`config.mk`:
```
export PLATFORM = sky130hd
export DESIGN_NAME = uart_rx_framed
export DESIGN_NICKNAME = d
export VERILOG_FILES = /design/src/rtl/uart_rx_framed.sv
export SDC_FILE = /design/constraint.sdc
export NUM_CORES = 1
export LEC_CHECK = 0
export ABC_AREA = 1
export BUFFER_PORTS_ARGS = -buffer_cell sky130_fd_sc_hd__clkbuf_2
export CAP_MARGIN = 15
export CORE_ASPECT_RATIO = 0.8
export CORE_MARGIN = 1
export CORE_UTILIZATION = 45
export DETAILED_ROUTE_END_ITERATION = 10
export MAX_ROUTING_LAYER = met4
export SYNTH_ARGS = -nofsm -noshare
export SYNTH_HDL_FRONTEND = slang
export SYNTH_SLANG_ARGS = --single-unit
```
`constraint.sdc`:
```
create_clock -name i_clk -period 4 [get_ports i_clk]
set_clock_uncertainty 0.2 [all_clocks]
set_input_delay 0.8 -clock i_clk [delete_from_list [all_inputs] [get_ports i_clk]]
set_output_delay 0.8 -clock i_clk [all_outputs]
set_load 0.1 [all_outputs]
```
`src/rtl/uart_rx_framed.sv`:
```
// rtl/uart_rx_framed.sv - configurable-framing UART receiver with valid/ready holding register
module uart_rx_framed #(
   parameter int DATA_WIDTH  = 8,
   parameter int SYNC_STAGES = 3
) (
   input  logic                  i_clk,
   input  logic                  i_reset,
   input  logic                  i_uart_rx,
   input  logic [15:0]           i_baudrate_prescaler,
   input  logic [1:0]            i_parity_mode,
   input  logic                  i_two_stop,
   output logic [DATA_WIDTH-1:0] o_data,
   output logic                  o_data_valid,
   input  logic                  i_data_ready,
   output logic                  o_parity_err,
   output logic                  o_frame_err,
   output logic                  o_overrun,
   output logic                  o_busy
);

   localparam int IDX_W = $clog2(DATA_WIDTH);

   typedef enum logic [2:0] {
      S_IDLE, S_START, S_DATA, S_PARITY, S_STOP, S_BREAK_WAIT
   } state_t;

   state_t                  state, next_state;
   logic [SYNC_STAGES-1:0]  sync_q;
   logic                    rx;
   logic [15:0]             bit_cnt;
   logic [15:0]             prescale_q;
   logic [1:0]              parity_mode_q;
   logic                    two_stop_q;
   logic [DATA_WIDTH-1:0]   shift_q;
   logic [IDX_W-1:0]        bit_idx;
   logic                    stop_idx;
   logic                    parity_err_q;
   logic                    frame_err_q;

   logic sample, parity_en, last_data, last_stop, parity_bad, commit, accept;

   assign rx = sync_q[SYNC_STAGES-1];

   always_comb begin
      sample     = (bit_cnt == 16'd0);
      parity_en  = (parity_mode_q == 2'd1) || (parity_mode_q == 2'd2);
      last_data  = (bit_idx == IDX_W'(DATA_WIDTH-1));
      last_stop  = !two_stop_q || stop_idx;
      // Odd mode flags an even total count of ones; even mode flags an odd one.
      parity_bad = (^shift_q) ^ rx ^ (parity_mode_q == 2'd1);
      commit     = (state == S_STOP) && sample && last_stop;
      accept     = o_data_valid && i_data_ready;
      o_busy     = (state != S_IDLE);

      next_state = state;
      case (state)
         S_IDLE:       if (!rx) next_state = S_START;
         S_START:      if (sample) next_state = rx ? S_IDLE : S_DATA;
         S_DATA:       if (sample && last_data) next_state = parity_en ? S_PARITY : S_STOP;
         S_PARITY:     if (sample) next_state = S_STOP;
         S_STOP:       if (commit) next_state = rx ? S_IDLE : S_BREAK_WAIT;
         S_BREAK_WAIT: if (rx) next_state = S_IDLE;
         default:      next_state = S_IDLE;
      endcase
   end

   always_ff @(posedge i_clk) begin
      if (i_reset) begin
         state         <= S_IDLE;
         sync_q        <= '1;
         bit_cnt       <= 16'd0;
         prescale_q    <= 16'd0;
         parity_mode_q <= 2'd0;
         two_stop_q    <= 1'b0;
         shift_q       <= '0;
         bit_idx       <= '0;
         stop_idx      <= 1'b0;
         parity_err_q  <= 1'b0;
         frame_err_q   <= 1'b0;
         o_data        <= '0;
         o_data_valid  <= 1'b0;
         o_parity_err  <= 1'b0;
         o_frame_err   <= 1'b0;
         o_overrun     <= 1'b0;
      end else begin
         state  <= next_state;
         sync_q <= {sync_q[SYNC_STAGES-2:0], i_uart_rx};

         // Framing configuration is frozen at start detection for the whole frame.
         if (state == S_IDLE) begin
            if (!rx) begin
               bit_cnt       <= i_baudrate_prescaler >> 1;
               prescale_q    <= i_baudrate_prescaler;
               parity_mode_q <= i_parity_mode;
               two_stop_q    <= i_two_stop;
               bit_idx       <= '0;
               stop_idx      <= 1'b0;
               parity_err_q  <= 1'b0;
               frame_err_q   <= 1'b0;
            end
         end else if (sample) begin
            bit_cnt <= prescale_q;
         end else begin
            bit_cnt <= bit_cnt - 16'd1;
         end

         if (sample) begin
            if (state == S_DATA) begin
               shift_q <= {rx, shift_q[DATA_WIDTH-1:1]};
               bit_idx <= bit_idx + 1'b1;
            end
            if (state == S_PARITY) parity_err_q <= parity_bad;
            if (state == S_STOP) begin
               stop_idx <= 1'b1;
               if (!rx) frame_err_q <= 1'b1;
            end
         end

         o_overrun <= commit && o_data_valid && !i_data_ready;

         if (commit && (!o_data_valid || i_data_ready)) begin
            o_data       <= shift_q;
            o_parity_err <= parity_err_q;
            o_frame_err  <= frame_err_q | ~rx;
            o_data_valid <= 1'b1;
         end else if (accept) begin
            o_data_valid <= 1'b0;
         end
      end
   end

endmodule

```
## Word-level counts from Yosys, hierarchy flattened

Cells that the tools add are included.

- Flip-flop bits (word level): 67
- Bits of input ports: 23
- Output and inout port bits: 13
- Word-level logic and storage cells: 89

- Add/sub/neg operators: 2
- Eq/ne operators: 14
- Muxes and demuxes: 32
- Bitwise gates (word level): 4
- Reduce and logical (&&, ||, !) cells: 21

Operator list:

| operator | number |
|---|---|
| two-way mux 16 bit | 3 |
| two-way mux 3 bit | 12 |
| one-hot mux 3 bit (6 select lines) | 1 |
| logical NOT 16 bit | 1 |
| subtractor 16 x 1 -> 16 bit (second input constant) | 1 |
| two-way mux 1 bit | 15 |
| inequality test 2 bit (second input constant) | 6 |
| equality test 3 bit (second input constant) | 3 |
| XOR reduction 8 bit | 1 |
| logical AND 1 bit | 7 |
| equality test 3 x 2 -> 1 bit (second input constant) | 2 |
| AND reduction 6 bit | 1 |
| AND reduction 2 bit | 2 |
| adder 3 x 1 -> 3 bit (second input constant) | 1 |
| equality test 3 x 1 -> 1 bit (second input constant) | 1 |
| logical NOT 1 bit | 3 |
| logical NOT 3 bit | 1 |
| logical OR 1 bit | 3 |
| nonzero test 3 bit | 1 |
| equality test 2 x 1 -> 1 bit (second input constant) | 1 |
| equality test 2 bit (second input constant) | 1 |
| two-way mux 2 bit | 1 |
| nonzero test 2 bit | 1 |
| bitwise XOR 1 bit | 2 |
| 2 further kinds | 2 |

## Longest topological paths before layout

- Depth in word-level cells: 5
- Gate-level depth with buffers: 11

## Worst setup path before layout

OpenSTA, ideal clock, no wires.

- Kind: register to output
- From: register state[2]
- To: output port o_busy
- Data arrival time: 1.630 ns
- Setup slack: 1.370 ns
- Stages on the path, launching flop included: 4
- Path buffers: 1
- Cell sequence: dfxtp_1 > nor3_4 > inv_4 > clkbuf_1

- Cells in the longest elaborated chain, start to end: 1

Ends and longest elaborated chain:

| element | RTL line | text |
|---|---|---|
| from (decl) | 27 | `state_t state, next_state;` |
| from (signal assigned) | 86 | `state <= next_state;` |
| nonzero test 3 bit | 53 | `o_busy = (state != S_IDLE);` |
| to (decl) | 18 | `output logic o_busy` |

Every way passes these cells.

## Worst setup path in the final report

- From: register state[1]
- To: output port o_busy

The elaborated chain is that of the path after synthesis.

==> impl_metrics.ini <==
[status]
status = finished, final reports clean

[layout]
antenna_cells = 0
syn2layout_area_growth_pct = 11.9
nets = 542
drive_gt1_share_pct = 13.1
finish.utilization_pct = 53.0

[clock_network]
clock_latency_ns = 0.36
cts_sinks = 67
post_cts_resized = 0
cts_buffers = 9
cts_max_level = 3
clock_path_buffers = 2
cts_tree = yes
clk_pin_slew_worst_paths_ns = 0.08
postCtsHoldBufs = 0
post_cts_buffers = 0
root_buffer = clkbuf_8

[placed_design]
io_buffers = 35
dpl_worst_slack_ns = 1.28
gp_congestion = 0.957
dp_hpwl_mm = 5.78

[synthesis]
yosysTopAreaCellShare_pct = 40.3
synth_top_cells_by_area = dfxtp_1 (40%), nand2_1 (13%), a21oi_1 (9.3%), inv_1 (6.4%), o21ai_0 (5.7%)
synth-main-ff-cell = dfxtp_1
ys_ff_latch = 67
synth_edf_count = 0
syn-instance-count = 485
syn_area_mm2 = 0.00333
yosysTopAreaCell = dfxtp_1
avgSynthCellArea_um2 = 6.86
synth_fp_nets = 513
synthArstFlopShare_pct = 0
synth_cell_type_count = 32
seq_area_frac_synth_pct = 40.3
yosysWarnings = 0

[timing]
fin_crit_sh_pct = 71.0
fin_tns_setup_ns = 0
finalHoldViolCount = 0
max_clock_freq_mhz = 352
rsz0062_at_grt = no
period_needed_ns = 2.84
setup_viol_count_final = 0
final_max_slew_viol_count = 0
max_slew_margin_pct = 46.5
tightest_slew_ns = 0.803
fin_ws_ns = 1.16

[routing]
drtIter0Drc = 164
dr.pass1.iters = 6
avgRoutedWirePerCell_um = 13.7
via_per_inst = 5.16
drtAntennaViolNets = 0
drc = 0
via_count = 3128
wl_mm = 8.27

[global_route]
grt_use_total_pct = 23.6
grt_remaining_overflow = 0
grt_max_degree = 38
grt_pass1_wl_mm = 13.9
antenna_found_initial = 0
grt_pass1_vias = 2795

[worst_setup_path]
startpoint_type = flip-flop
end_kind = output pin
critical_path_class = flip-flop to output pin
path_max_fanout = 16
rr_worst_depth = 9
r2r-end = o_data[3]
worstPathRequired_ns = 3.00
rrSetupSlack_ns = 1.26
cp.arrival_ns = 1.84
r2r-start = bit_cnt[0]

[floorplan]
pin_count = 36
start_util_pct = 47.4
die_area_mm2 = 0.00775
die_w_um = 98.2
die_h_um = 78.9
core.rowCount = 27
core_mm2 = 0.00703

[power_and_ir_drop]
p_total_mw = 2.98
seqPwrFrac_pct = 29.3
p_sw_mw = 1.44
powerDensity_mw_per_mm2 = 801
p_comb_share_pct = 51.4
peakVddDrop_uv = 367
swShare_pct = 48.5
p_leak_nw = 1.65
clock_power_share_pct = 19.4
internal_power_mw = 1.54

[job]
drv_cap = 0

[worst_hold_path]
hold_end = sync_q[1]
min_path_cells = 1
hold_path.class = flip-flop to flip-flop
hold_start = sync_q[0]
## layer usage
layer / part of all wire, % / routed length, um / global-route usage, %
met4: 0.85 / 70 / 7.46
met3: 5.3 / 442 / 6.43
met2: 38 / 3130 / 31.7
met5: 0 / 0 / -
met1: 56 / 4630 / 34.0
## logic make-up after synthesis
| family | count (synthesis) | share of synthesized area (%) |
|---|---|---|
| xor+xnor | 7 | 1.84 |
| fa+ha+maj | 5 | 1.88 |
| compound gates | 112 | 17.6 |
| flops | 67 | 40.3 |
| buf+inv | 79 | 9.89 |
| simple gates | 215 | 28.5 |
## flip-flops by register name, summed over array words and instances (netlist names)
name,cells
bit_cnt,16
bit_idx,3
frame_err_q,1
o_data,8
o_data_valid,1
o_frame_err,1
o_overrun,1
o_parity_err,1
parity_err_q,1
parity_mode_q,2
prescale_q,16
shift_q,8
state,3
stop_idx,1
sync_q,3
two_stop_q,1
## cell usage in the layout, fill, tap and decap left out, types with 2 or more instances in the layout
| cell type | count |
|---|---|
| a21oi_1 | 62 |
| clkbuf_2 | 35 |
| clkbuf_8 | 9 |
| clkinv_4 | 3 |
| dfxtp_1 | 67 |
| ha_1 | 5 |
| inv_1 | 57 |
| inv_2 | 2 |
| nand2_1 | 115 |
| nand3_1 | 32 |
| nand3b_1 | 2 |
| nand4_1 | 7 |
| nor2_1 | 44 |
| nor2_2 | 2 |
| nor3_2 | 2 |
| o211ai_1 | 8 |
| o21ai_0 | 38 |
| o21ai_1 | 2 |
| or2_2 | 5 |
| xnor2_1 | 2 |
| xor2_1 | 5 |
## critical path, stage by stage (launching register included)
cell and delay (ns):
dfxtp_1 0.41, nor3_4 0.45, inv_4 0.20, clkbuf_2 0.42
## layout make-up
class,count,area (um^2)
sequential,67,1340
clock buffer,9,124
tap,87,109
clock inverter,7,77.6
inverter,61,231
multi-input combinational,339,1660
timing repair buffer,36,183
fill,717,3300
## worst max path at each step
stage / startpoint / cells past startpoint / slack (ns) / endpoint
global route: bit_cnt[0] / 9 / 0.92 / o_data[4]
global placement: bit_cnt[0] / 9 / 1.37 / o_data[6]
finish: state[1] / 3 / 1.16 / o_busy
CTS: state[1] / 3 / 1.16 / o_busy
detailed placement: bit_cnt[0] / 9 / 1.28 / o_data[3]
floorplan: state[2] / 3 / 1.37 / o_busy
## synthesized netlist by cell type, types with 5 or more instances
library cell and number:
o211ai_1 8, xor2_1 5, ha_1 5, a21oi_1 62, nand2_1 115, or2_2 5, inv_1 57, clkbuf_1 8
nand3_1 32, buf_2 6, nand4_1 7, o21ai_0 38, nor2_1 44, dfxtp_1 67
## stage by stage
step,std cells,hold WS (ns),area [um^2]
floorplan,485,0.189,3330
global placement,590,0.195,3520
detailed placement,590,0.195,3520
CTS,606,0.215,3720
global route,606,0.226,3720
finish,606,0.213,3720
## power groups by stage
stage	clock, mW	sequential, mW	combinational [mW]
final	0.577	0.872	1.53
after global routing	0.610	0.884	1.72
after CTS	0.589	0.868	1.51
after detailed placement	0	0.884	1.50
after global placement	0	0.882	1.50
after floorplan	0	0.855	1.20
Note: power is estimated with default switching activity, not from simulation.
